<file path="src/rtl/bin_incrementer.sv">
// bin_incrementer
//   Registered WIDTH-bit binary incrementer: {cout,S} = A + 1, built from an
//   explicit ripple chain of half-adder stages, registered once per accepted
//   input (one-cycle latency, one result per cycle when in_valid is held high).
//   WIDTH is intended for the range 1..32.
//
//   Optional feature, selected with the macro BIN_INC_SATURATE_EN:
//     defined   - A = all-ones gives S = all-ones and cout = 1 (cout means "saturated").
//     undefined - S wraps to zero and cout is the true carry-out (default build).

// One half-adder stage: sum and carry of two single bits.
module bin_inc_half_adder (
  input  logic i_a,
  input  logic i_b,
  output logic o_s,
  output logic o_c
);

  assign o_s = i_a ^ i_b;
  assign o_c = i_a & i_b;

endmodule

module bin_incrementer #(
  parameter int WIDTH = 4
) (
  input  logic             clk,
  input  logic             rst_n,
  input  logic             in_valid,
  input  logic [WIDTH-1:0] A,
  output logic [WIDTH-1:0] S,
  output logic             cout,
  output logic             out_valid
);

  // Combinational ripple result.
  logic [WIDTH-1:0] w_s;
  logic             w_carry;
  logic [WIDTH-1:0] w_sum;

  // Registered outputs.
  logic [WIDTH-1:0] r_s;
  logic             r_cout;
  logic             r_out_valid;

  // Half-adder chain. Each stage owns its carry signals, so the chain is a
  // plain sequence of single-bit nets rather than one vector that depends on
  // itself. Stage 0 adds the constant 1 that makes this an incrementer.
  genvar gi;
  generate
    for (gi = 0; gi < WIDTH; gi++) begin : g_stage
      logic w_ci;
      logic w_co;

      if (gi == 0) begin : g_first
        assign w_ci = 1'b1;
      end else begin : g_rest
        assign w_ci = g_stage[gi-1].w_co;
      end

      bin_inc_half_adder u_ha (
        .i_a (A[gi]),
        .i_b (w_ci),
        .o_s (w_s[gi]),
        .o_c (w_co)
      );
    end
  endgenerate

  assign w_carry = g_stage[WIDTH-1].w_co;

`ifdef BIN_INC_SATURATE_EN
  // The carry out of the top stage only occurs for A = all-ones; clamp there.
  assign w_sum = w_carry ? {WIDTH{1'b1}} : w_s;
`else
  assign w_sum = w_s;
`endif

  // Capture the result on accepted inputs; hold sum/carry otherwise, and
  // clear everything (including any in-flight result) on reset.
  always_ff @(posedge clk or negedge rst_n) begin
    if (!rst_n) begin
      r_s         <= '0;
      r_cout      <= 1'b0;
      r_out_valid <= 1'b0;
    end else begin
      // NOTE: non-blocking assignments so every register samples the values
      // from before this edge, independent of statement order.
      r_out_valid <= in_valid;
      if (in_valid) begin
        r_s    <= w_sum;
        r_cout <= w_carry;
      end
    end
  end

  assign S         = r_s;
  assign cout      = r_cout;
  assign out_valid = r_out_valid;

endmodule

</file>
<file path="config.mk">
export PLATFORM = sky130hd
export DESIGN_NAME = bin_incrementer
export DESIGN_NICKNAME = d
export VERILOG_FILES = /design/src/rtl/bin_incrementer.sv
export SDC_FILE = /design/constraint.sdc
export NUM_CORES = 1
export LEC_CHECK = 0
export CAP_MARGIN = 25
export CORE_AREA = 2 2 39 41
export CTS_CLUSTER_SIZE = 30
export DETAILED_ROUTE_END_ITERATION = 7
export DIE_AREA = 0 0 41 43
export PLACE_DENSITY_LB_ADDON = 0.25
export SYNTH_ARGS = -nofsm -noshare
export SYNTH_HDL_FRONTEND = slang
export SYNTH_SLANG_ARGS = --single-unit
</file>
<file path="constraint.sdc">
create_clock -name clk -period 0.9 [get_ports clk]
set_input_delay 0.135 -clock clk [delete_from_list [all_inputs] [get_ports clk]]
set_output_delay 0.135 -clock clk [all_outputs]
set_load 0.005 [all_outputs]
</file>
==> impl_metrics.env <==
export IMPL_postCtsSetupRepairBufs=0
export IMPL_yosys_area_top_type="sky130_fd_sc_hd__dfrtp_1"
export IMPL_worst_path_max_delay_cell="sky130_fd_sc_hd__mux2_4"
export IMPL_syn2layout_area_growth_pct=77.2
export IMPL_path_max_fanout=2
export IMPL_grt_antenna_before_repair=0
export IMPL_drt_drc_violations_left=0
export IMPL_final_antenna_net_count=0
export IMPL_cts_htree_levels=1
export IMPL_crit_path_start_kind="input pin"
export IMPL_timing_max_cap_violations=0
export IMPL_synth_common_cells="sky130_fd_sc_hd__dfrtp_1, sky130_fd_sc_hd__mux2_2, sky130_fd_sc_hd__ha_1, sky130_fd_sc_hd__a21oi_1, sky130_fd_sc_hd__nor2_1"
export IMPL_synthDominantCellAreaShare_pct=62.2
export IMPL_critical_path_cell_chain="buf_2 -> ha_4 -> ha_4 -> ha_4 -> mux2_4"
export IMPL_hp_class="input pin to flip-flop"
export IMPL_largest_net_degree_at_the_start_of_global_routing=7
export IMPL_final_area_um2=428
export IMPL_die_width_um=41
export IMPL_avgViaCountPerCell=3.73
export IMPL_syn_area_cell_um2=16.1
export IMPL_synth_most_common_cell="sky130_fd_sc_hd__dfrtp_1"
export IMPL_worstPathArrival_ns=1.02
export IMPL_timing_worst_slew_pin_value_ns=0.278
export IMPL_cellPowerDensity_mw_per_mm2=1570
export IMPL_rsz0062_at_grt="true"
export IMPL_worst_skew_pair_latency_ns=0.24
export IMPL_cts_root_buffer="sky130_fd_sc_hd__clkbuf_4"
export IMPL_dp_hpwl_um=416
export IMPL_setup_violation_total_in_the_final_timing_report=0
export IMPL_placement_setup_worst_slack_ns=-0.631
export IMPL_stdcell_count=49
export IMPL_cell_area_after_placement_um2=449
export IMPL_hold_buffers=0
export IMPL_tritoncts="yes"
export IMPL_first_global_vias=214
export IMPL_drt_wirelength_per_cell_um=10.4
export IMPL_total_detailed_routing_wirelength_um=509
export IMPL_synth_top_cells_by_area="sky130_fd_sc_hd__dfrtp_1, sky130_fd_sc_hd__mux2_2, sky130_fd_sc_hd__ha_1"
export IMPL_wire_length_of_the_first_global_routing_pass_um=883
export IMPL_clkSinkCount=6
export IMPL_timing_final_crit_share_pct=99.6
export IMPL_max_clock_freq_ghz=1.12
export IMPL_timing_hold_violations_final=0
export IMPL_fin_skew_ns=0
export IMPL_cts_buffers=3
export IMPL_row_count=14
export IMPL_yosysSeqAreaShare_pct=62.2
export IMPL_flop_and_latch_count_out_of_synthesis=6
export IMPL_cts_root_to_sink_buffers=2
export IMPL_status="completed"
export IMPL_die_area_mm2=0.00176
export IMPL_worst_setup_path_end_kind="flip-flop"
export IMPL_yosys_cell_types_count=5
export IMPL_die_height_um=43
export IMPL_effective_utilization_at_floorplan_pct=17.5
export IMPL_postLayoutSetupSlackWorst_ns=0.00349
export IMPL_finalMaxSlewViolations=0
export IMPL_cp_slowest_stage_delay_ns=0.25
export IMPL_antenna_cells_inserted=0
export IMPL_core_area_mm2=0.00138
export IMPL_leakagePower_nw=0.204
export IMPL_dp_cells=46
export IMPL_place_congestion=0.614
export IMPL_slew_limit_headroom_pct=81.4
export IMPL_globalRouteTotalUtil_pct=8.61
export IMPL_cp_required_ns=1.02
export IMPL_drt_first_pass_iters=1
export IMPL_pin_count=13
export IMPL_vdd_ir_drop_max_mv=0.738
export IMPL_ys_warn_count=0
export IMPL_setup_tns_ns=0
export IMPL_final_period_minus_worst_setup_slack_ns=0.897
export IMPL_dr_total_vias=183
export IMPL_cts_reportedPaths_clkPinSlew_ns=0.04
export IMPL_detail_route_iter0_violations=0
export IMPL_globalRoute_totalOverflow=0
export IMPL_worstSetupPathType="input pin to flip-flop"
export IMPL_async_reset_ff_share_pct=100
export IMPL_final_layout_size_suffix_gt1_share_pct=63.6
export IMPL_cp_common_cell="sky130_fd_sc_hd__ha_4"
export IMPL_final_fill_count=147
export IMPL_port_buffers=12
export IMPL_syn_inst=15
export IMPL_synth_fp_nets=25
export IMPL_synth_edff_count=0
export IMPL_synth_ff_type="sky130_fd_sc_hd__dfrtp_1"
export IMPL_finish_net_count=45
export IMPL_synth_area_um2=241
-- worst paths after layout --
| kind | startpoint | endpoint | slack (ns) | cells past startpoint |
|---|---|---|---|---|
| max | A[0] | S[3] | 0.003 | 5 |
| min | A[0] | S[0] | 0.12 | 2 |
| max reg2reg | cout | cout | 0.03 | 2 |
| min reg2reg | S[2] | S[2] | 0.50 | 1 |
| max in group asynchronous | rst_n | S[0] | 0.54 | 1 |
| min in group asynchronous | rst_n | S[3] | 0.14 | 1 |
-- report_power, final --
part	internal, mW	total, mW	leakage, nW	switching (mW)
sequential	0.299	0.311	0.0716	0.0123
combinational	0.0795	0.128	0.118	0.0480
clock	0.150	0.235	0.0138	0.0849
-- kinds of logic (layout without fill, tap and decap cells) --
kind of cell / count (synthesis) / count (layout) / synth area share (%)
flip-flops: 6 / 6 / 62.2
AO/OA/AOI/OAI: 1 / 1 / 2.07
adder cells (fa/ha/maj): 3 / 3 / 15.5
multiplexers: 4 / 4 / 18.7
AND/OR/NAND/NOR: 1 / 1 / 1.55
buffers and inverters: 0 / 18 / 0
-- final cells by class --
cell class | instances | area (um^2) | area share [%]
Sequential cell | 6 | 150 | 35.1
Multi-Input combinational cell | 9 | 136 | 31.9
Timing Repair Buffer | 15 | 98.8 | 23.1
Clock buffer | 3 | 22.5 | 5.26
Tap cell | 16 | 20.0 | 4.68
-- placed cells by master (no fill, tap or decap) --
cell                              Yosys  routed
sky130_fd_sc_hd__nor2_1               1       1
sky130_fd_sc_hd__mux2_4               0       2
sky130_fd_sc_hd__clkdlybuf4s50_1      0       1
sky130_fd_sc_hd__buf_2                0       8
sky130_fd_sc_hd__dfrtp_1              6       6
sky130_fd_sc_hd__mux2_2               4       2
sky130_fd_sc_hd__clkbuf_4             0       3
sky130_fd_sc_hd__ha_4                 0       3
sky130_fd_sc_hd__buf_4                0       3
sky130_fd_sc_hd__a21oi_1              1       1
sky130_fd_sc_hd__dlygate4sd2_1        0       3
-- worst max-delay path: cells and delay by family --
kind                       cells  cell delay [ns]
adders and majority gates      3             0.51
buffers and inverters          1             0.12
muxes                          1             0.25
-- routing by layer --
layer	part of all wire (%)	wire, um	GRT usage (%)
met5	0	0	0
met4	0	0	6.00
met3	18	91	8.38
met2	43	219	10.6
met1	39	198	8.61
-- per-stage QoR --
step / hold WS (ns) / util (%) / power [mW]
2_1_floorplan: -0.161 / - / 0.362
3_3_place_gp: 0.396 / 32.5 / 0.477
3_5_place_dp: 0.394 / 32.5 / 0.483
4_1_cts: 0.107 / 30.9 / 0.692
5_1_grt: 0.110 / 30.9 / 0.736
6_report: 0.119 / 30.9 / 0.673
-- registers in the layout (all words and copies together) (netlist names) --
name,cells
S,4
out_valid,1
cout,1
-- repair_timing --
item	4_1_cts	5_1_grt
gates resized for setup	34	0
endpoints found under the hold margin	0	0
pin swaps	1	0
endpoints found under the setup margin	10	6
(Power assumes the default switching activity.)
